<file path="config.mk">
export PLATFORM = sky130hd
export DESIGN_NAME = ssr_peak_search_ctrl
export DESIGN_NICKNAME = d
export VERILOG_FILES = /design/src/rtl/ssr_peak_search_ctrl.sv
export SDC_FILE = /design/constraint.sdc
export NUM_CORES = 1
export LEC_CHECK = 0
export CAP_MARGIN = 20
export CORE_MARGIN = 4
export CORE_UTILIZATION = 40
export CTS_BUF_LIST = sky130_fd_sc_hd__clkbuf_4 sky130_fd_sc_hd__clkbuf_8
export CTS_CLUSTER_SIZE = 20
export DETAILED_ROUTE_END_ITERATION = 7
export PLACE_DENSITY = 0.72
export REMOVE_ABC_BUFFERS = 1
export SLEW_MARGIN = 20
export SYNTH_ARGS = -nofsm -noshare
export SYNTH_HDL_FRONTEND = slang
export SYNTH_SLANG_ARGS = --single-unit
</file>
<file path="constraint.sdc">
create_clock -name clk_i -period 8.9 [get_ports clk_i]
set_input_delay 1.78 -clock clk_i [delete_from_list [all_inputs] [get_ports clk_i]]
set_output_delay 1.78 -clock clk_i [all_outputs]
set_load 0.02 [all_outputs]
</file>
<file path="src/rtl/ssr_peak_search_ctrl.sv">
// ssr_peak_search_ctrl: windowed argmax search over a pipelined sort tree's per-beat max.
// Define SSR_PEAK_THRESH_EN to stop at the first beat whose max reaches threshold_i.
module ssr_peak_search_ctrl #(
    parameter int DATAWIDTH = 16,
    parameter int PHASES    = 64,
    parameter int TREE_LAT  = $clog2(PHASES),
    parameter int WIN_BITS  = 16
) (
    input  logic                               clk_i,
    input  logic                               rst_i,
    input  logic                               start_i,
    input  logic [WIN_BITS-1:0]                window_len_i,
    input  logic [2*DATAWIDTH-1:0]             threshold_i,
    input  logic                               in_valid_i,
    output logic                               in_ready_o,
    input  logic [$clog2(PHASES)-1:0]          tree_index_i,
    input  logic [2*DATAWIDTH-1:0]             tree_value_i,
    output logic                               busy_o,
    output logic                               res_valid_o,
    input  logic                               res_ready_i,
    output logic [WIN_BITS+$clog2(PHASES)-1:0] res_pos_o,
    output logic [2*DATAWIDTH-1:0]             res_value_o,
    output logic                               res_found_o
);
    localparam int IW = $clog2(PHASES);
    localparam int VW = 2 * DATAWIDTH;
    localparam int PW = WIN_BITS + IW;

    typedef enum logic [1:0] {IDLE, SEARCH, DRAIN, DONE} state_t;

    state_t              state, state_nxt;
    logic [WIN_BITS-1:0] win_len, beat_cnt;
    logic [VW-1:0]       max_val;
    logic [PW-1:0]       max_pos, cand_pos;
    logic [TREE_LAT-1:0] dl_valid, dl_rest;
    logic [WIN_BITS-1:0] dl_beat [TREE_LAT];
    logic                accept, aligned, better, hit, pending, last_beat, launch, found_q;

    assign in_ready_o = (state == SEARCH) && (beat_cnt != win_len);
    assign accept     = in_valid_i && in_ready_o;
    assign last_beat  = accept && (beat_cnt == win_len - WIN_BITS'(1));
    assign launch     = (state == IDLE) && start_i;
    assign aligned    = dl_valid[TREE_LAT-1] && ((state == SEARCH) || (state == DRAIN));
    // PHASES is a power of two, so beat*PHASES+index is a plain concatenation
    assign cand_pos   = {dl_beat[TREE_LAT-1], tree_index_i};
    assign better     = aligned && (tree_value_i > max_val);

`ifdef SSR_PEAK_THRESH_EN
    logic [VW-1:0] thresh;
    logic          found;

    assign hit     = aligned && (tree_value_i >= thresh);
    assign found_q = found;

    always_ff @(posedge clk_i or posedge rst_i) begin
        if (rst_i) begin
            thresh <= '0;
            found  <= 1'b0;
        end else if (launch) begin
            thresh <= threshold_i;
            found  <= 1'b0;
        end else if (hit) begin
            found  <= 1'b1;
        end
    end
`else
    logic unused_thresh;

    assign unused_thresh = ^threshold_i;
    assign hit           = 1'b0;
    assign found_q       = (win_len != '0);
`endif

    always_comb begin
        dl_rest = dl_valid;
        dl_rest[TREE_LAT-1] = 1'b0;
        pending = |dl_rest;
        state_nxt = state;
        unique case (state)
            IDLE:    state_nxt = start_i ? SEARCH : IDLE;
            SEARCH:  state_nxt = (hit || win_len == '0) ? DONE : last_beat ? DRAIN : SEARCH;
            DRAIN:   state_nxt = (hit || !pending) ? DONE : DRAIN;
            DONE:    state_nxt = res_ready_i ? IDLE : DONE;
            default: state_nxt = IDLE;
        endcase
    end

    always_ff @(posedge clk_i or posedge rst_i) begin
        if (rst_i) begin
            state    <= IDLE;
            win_len  <= '0;
            beat_cnt <= '0;
            max_val  <= '0;
            max_pos  <= '0;
            dl_valid <= '0;
        end else begin
            state <= state_nxt;
            if (launch) begin
                win_len  <= window_len_i;
                beat_cnt <= '0;
                max_val  <= '0;
                max_pos  <= '0;
                dl_valid <= '0;
            end else begin
                dl_valid <= hit ? '0 : (dl_valid << 1) | TREE_LAT'(accept);
                if (accept) beat_cnt <= beat_cnt + WIN_BITS'(1);
                if (hit || better) begin
                    max_val <= tree_value_i;
                    max_pos <= cand_pos;
                end
            end
        end
    end

    // beat numbers ride alongside the valid bits; validity alone gates their use
    always_ff @(posedge clk_i) begin
        dl_beat[0] <= beat_cnt;
        for (int i = 1; i < TREE_LAT; i++) dl_beat[i] <= dl_beat[i-1];
    end

    assign busy_o      = (state != IDLE);
    assign res_valid_o = (state == DONE);
    assign res_pos_o   = res_valid_o ? max_pos : '0;
    assign res_value_o = res_valid_o ? max_val : '0;
    assign res_found_o = res_valid_o && found_q;
endmodule
</file>
==> out/results.tsv <==
metric	value	unit
postCtsHoldBufs	0	
place_hpwl	12.5	mm
io_pins	149	
wl_met2	8.15	mm
async_flop_share	49.5	%
clockBufferDepth	2	
firstDrtPassIters	4	
grt_first_pass_wirelength	29.4	mm
worstSetupPathType	flop to primary output	
ctsRootBufferMaster	clkbuf_8	
design.core.area	19000	um2
rows	50	
fillCellCount	1760	
cts_setup_buffers	0	
grt_overflow	0	
dpl.cell_count	1138	
rsz0062_at_grt	false	
vdd.ir_drop.worst	0.118	mV
clk_latency	0.45	ns
switchingPower	0.647	mW
p_per_area	208	nW/um2
area_delta_synth_final	23.1	%
place.gp.congestion	0.951	
via_per_inst	5.11	
setup_viol	0	
wl_met1	8.37	mm
avgSynthCellArea	9.71	um2
timing.final.ws_setup	3.75	ns
fp.dieArea	21800	um2
cts_max_level	4	
grt_usage	16.5	%
outcome	finished, final reports clean	
die_height	148	um
postCtsResizedCells	0	
synth_area	7790	um2
finalCritPeriodShare	57.9	%
multi_input_area	3180	um2
ff_latch_area	4270	um2
crit_required	7.12	ns
seq_power_share	50.8	%
start_kind	flop	
synth_seq_cells	190	
vias	5976	
portBuffers	116	
drv_cap	0	
instances_no_fill	1170	
slew_violations	0	
yosysSeqAreaShare	54.9	%
synth_edf_count	0	
synthCells	802	
ant_nets	0	
grt_start_max_net_pins	69	
endpoint_kind	primary output	
internal_power	1.35	mW
critPathMaxFanout	10	
switching_share	32.4	%
grt_pass1_vias	5841	
finalCriticalPeriod	5.15	ns
worst_slew_pin_slew	0.986	ns
layout.nets	1027	
fin_skew	0.0137	ns
remaining_drc_errors	0	
pwr-share-comb	21.6	%
final_area	9590	um2
tns	0	ns
cts_buffers	17	
report.final.hold_viol_count	0	
drt_iter0_drc	355	
clk_pin_slew	0.10	ns
power_frac_clock	27.6	%
synth_cell_types	51	
antenna_found_initial	0	
clock.fmax	194	MHz
dpl_worst_slack	3.46	ns
slew_headroom	34.2	%
wire_per_inst	15.1	um
met3WireLength	949	um
top_layer	met4	
finalWirelength	17.7	mm
cts_tree	done	
placed_cell_area	9200	um2
hold_path_class	flop to flop	
die_w	148	um
cts.sink_count	190	
n_antenna_cell	0	
arrival	3.37	ns
initial_core_util	41.1	%
drive_above_1_share	5.71	%
synth_warnings	0	
synthFlopType	dfxtp_1	
post-route-util	50.6	%
p_leak	3.87	nW
==> routing by layer <==
| metal | up-vias | track usage (%) |
|---|---|---|
| met1 | 2851 | 22.3 |
| li1 | 2946 | - |
| met5 | - | 0 |
| met3 | 22 | 3.99 |
| met4 | 0 | 4.71 |
| met2 | 157 | 26.5 |
==> cell usage in the layout, fill, tap and decap left out, types with 16 or more instances in the layout <==
cell and instances:
clkdlybuf4s50_1 116, dfxtp_1 96, dfrtp_1 94, a21oi_1 75, nand3_1 67, o21ai_0 61, nand2_1 61, nor2_1 52
inv_1 46, ha_1 39, and2_1 28, clkbuf_8 18, xor2_1 16
==> cell usage after synthesis, types with 3 or more instances <==
library cell | number | share of area (%)
nand4_1 | 13 | 1.0
and2_1 | 29 | 2.3
a21oi_1 | 75 | 4.8
nand2_1 | 61 | 2.9
a21o_1 | 9 | 0.87
clkbuf_1 | 40 | 1.9
a31oi_1 | 3 | 0.24
nor2b_1 | 4 | 0.32
dfxtp_1 | 96 | 25
nor3b_1 | 3 | 0.29
or4_1 | 3 | 0.29
o31ai_1 | 4 | 0.39
nor4_1 | 9 | 0.72
nor3_1 | 7 | 0.45
dfrtp_1 | 94 | 30
a31o_2 | 4 | 0.45
o21ai_0 | 61 | 3.9
nor2_1 | 52 | 2.5
a211oi_1 | 11 | 1.1
xor2_1 | 16 | 1.8
nand3_1 | 67 | 4.3
and3_1 | 4 | 0.32
inv_1 | 47 | 2.3
xnor2_1 | 15 | 1.7
buf_1 | 5 | 0.24
ha_1 | 39 | 6.3
==> path summary, 6_finish.rpt <==
check	from	to	slack [ns]	cells after the start
max	win_len[4]	res_found_o	3.75	5
min	dl_beat[3][13]	dl_beat[4][13]	0.33	0
max reg2reg	max_val[30]	max_val[31]	5.27	9
min reg2reg	dl_beat[3][13]	dl_beat[4][13]	0.33	0
max in group asynchronous	rst_i	beat_cnt[10]	6.01	3
min in group asynchronous	rst_i	max_pos[0]	1.65	2
==> layout make-up <==
class	instances	area share, %
inverters	47	1.85
repair buffers	124	12.9
multi-input cells	517	33.2
clock buffers	18	2.58
well taps	260	3.39
clock inverters	14	1.53
flip-flops and latches	190	44.6
==> cell families after synthesis <==
kind of cell	after synthesis	synth area share [%]
xor gates and xnor gates	31	3.49
and+or+nand+nor	264	17.1
muxes	3	0.402
buffers and inverters	95	4.69
adders and majority gates	39	6.26
DFF	190	54.9
AOI/OAI and AO/OA	180	13.2
==> registers in the layout, indices dropped and copies added (netlist names) <==
name / cells
dl_valid: 6
dl_beat: 96
win_len: 16
beat_cnt: 16
max_val: 32
state: 2
max_pos: 22
==> worst max-delay path, cell delays in order, from the launching register on <==
cell	delay, ns
dfrtp_1	0.50
nor4_1	0.85
nand3_1	0.23
nor3_1	0.66
nor2_1	0.10
clkdlybuf4s50_1	0.58
==> per-stage QoR <==
stage	hold slack (ns)	total power, mW
finish	0.327	2.00
global route	0.336	2.12
CTS	0.328	2.02
detailed placement	0.312	1.46
global placement	0.311	1.45
floorplan	0.310	1.31
==> power by group through the flow <==
| stage | combinational (mW) | clock [mW] | sequential, mW |
|---|---|---|---|
| finish | 0.433 | 0.552 | 1.01 |
| global route | 0.486 | 0.606 | 1.03 |
| CTS | 0.433 | 0.572 | 1.01 |
| detailed placement | 0.428 | 0 | 1.03 |
| global placement | 0.420 | 0 | 1.03 |
| floorplan | 0.302 | 0 | 1.01 |
Note: power is estimated with default switching activity, not from simulation.
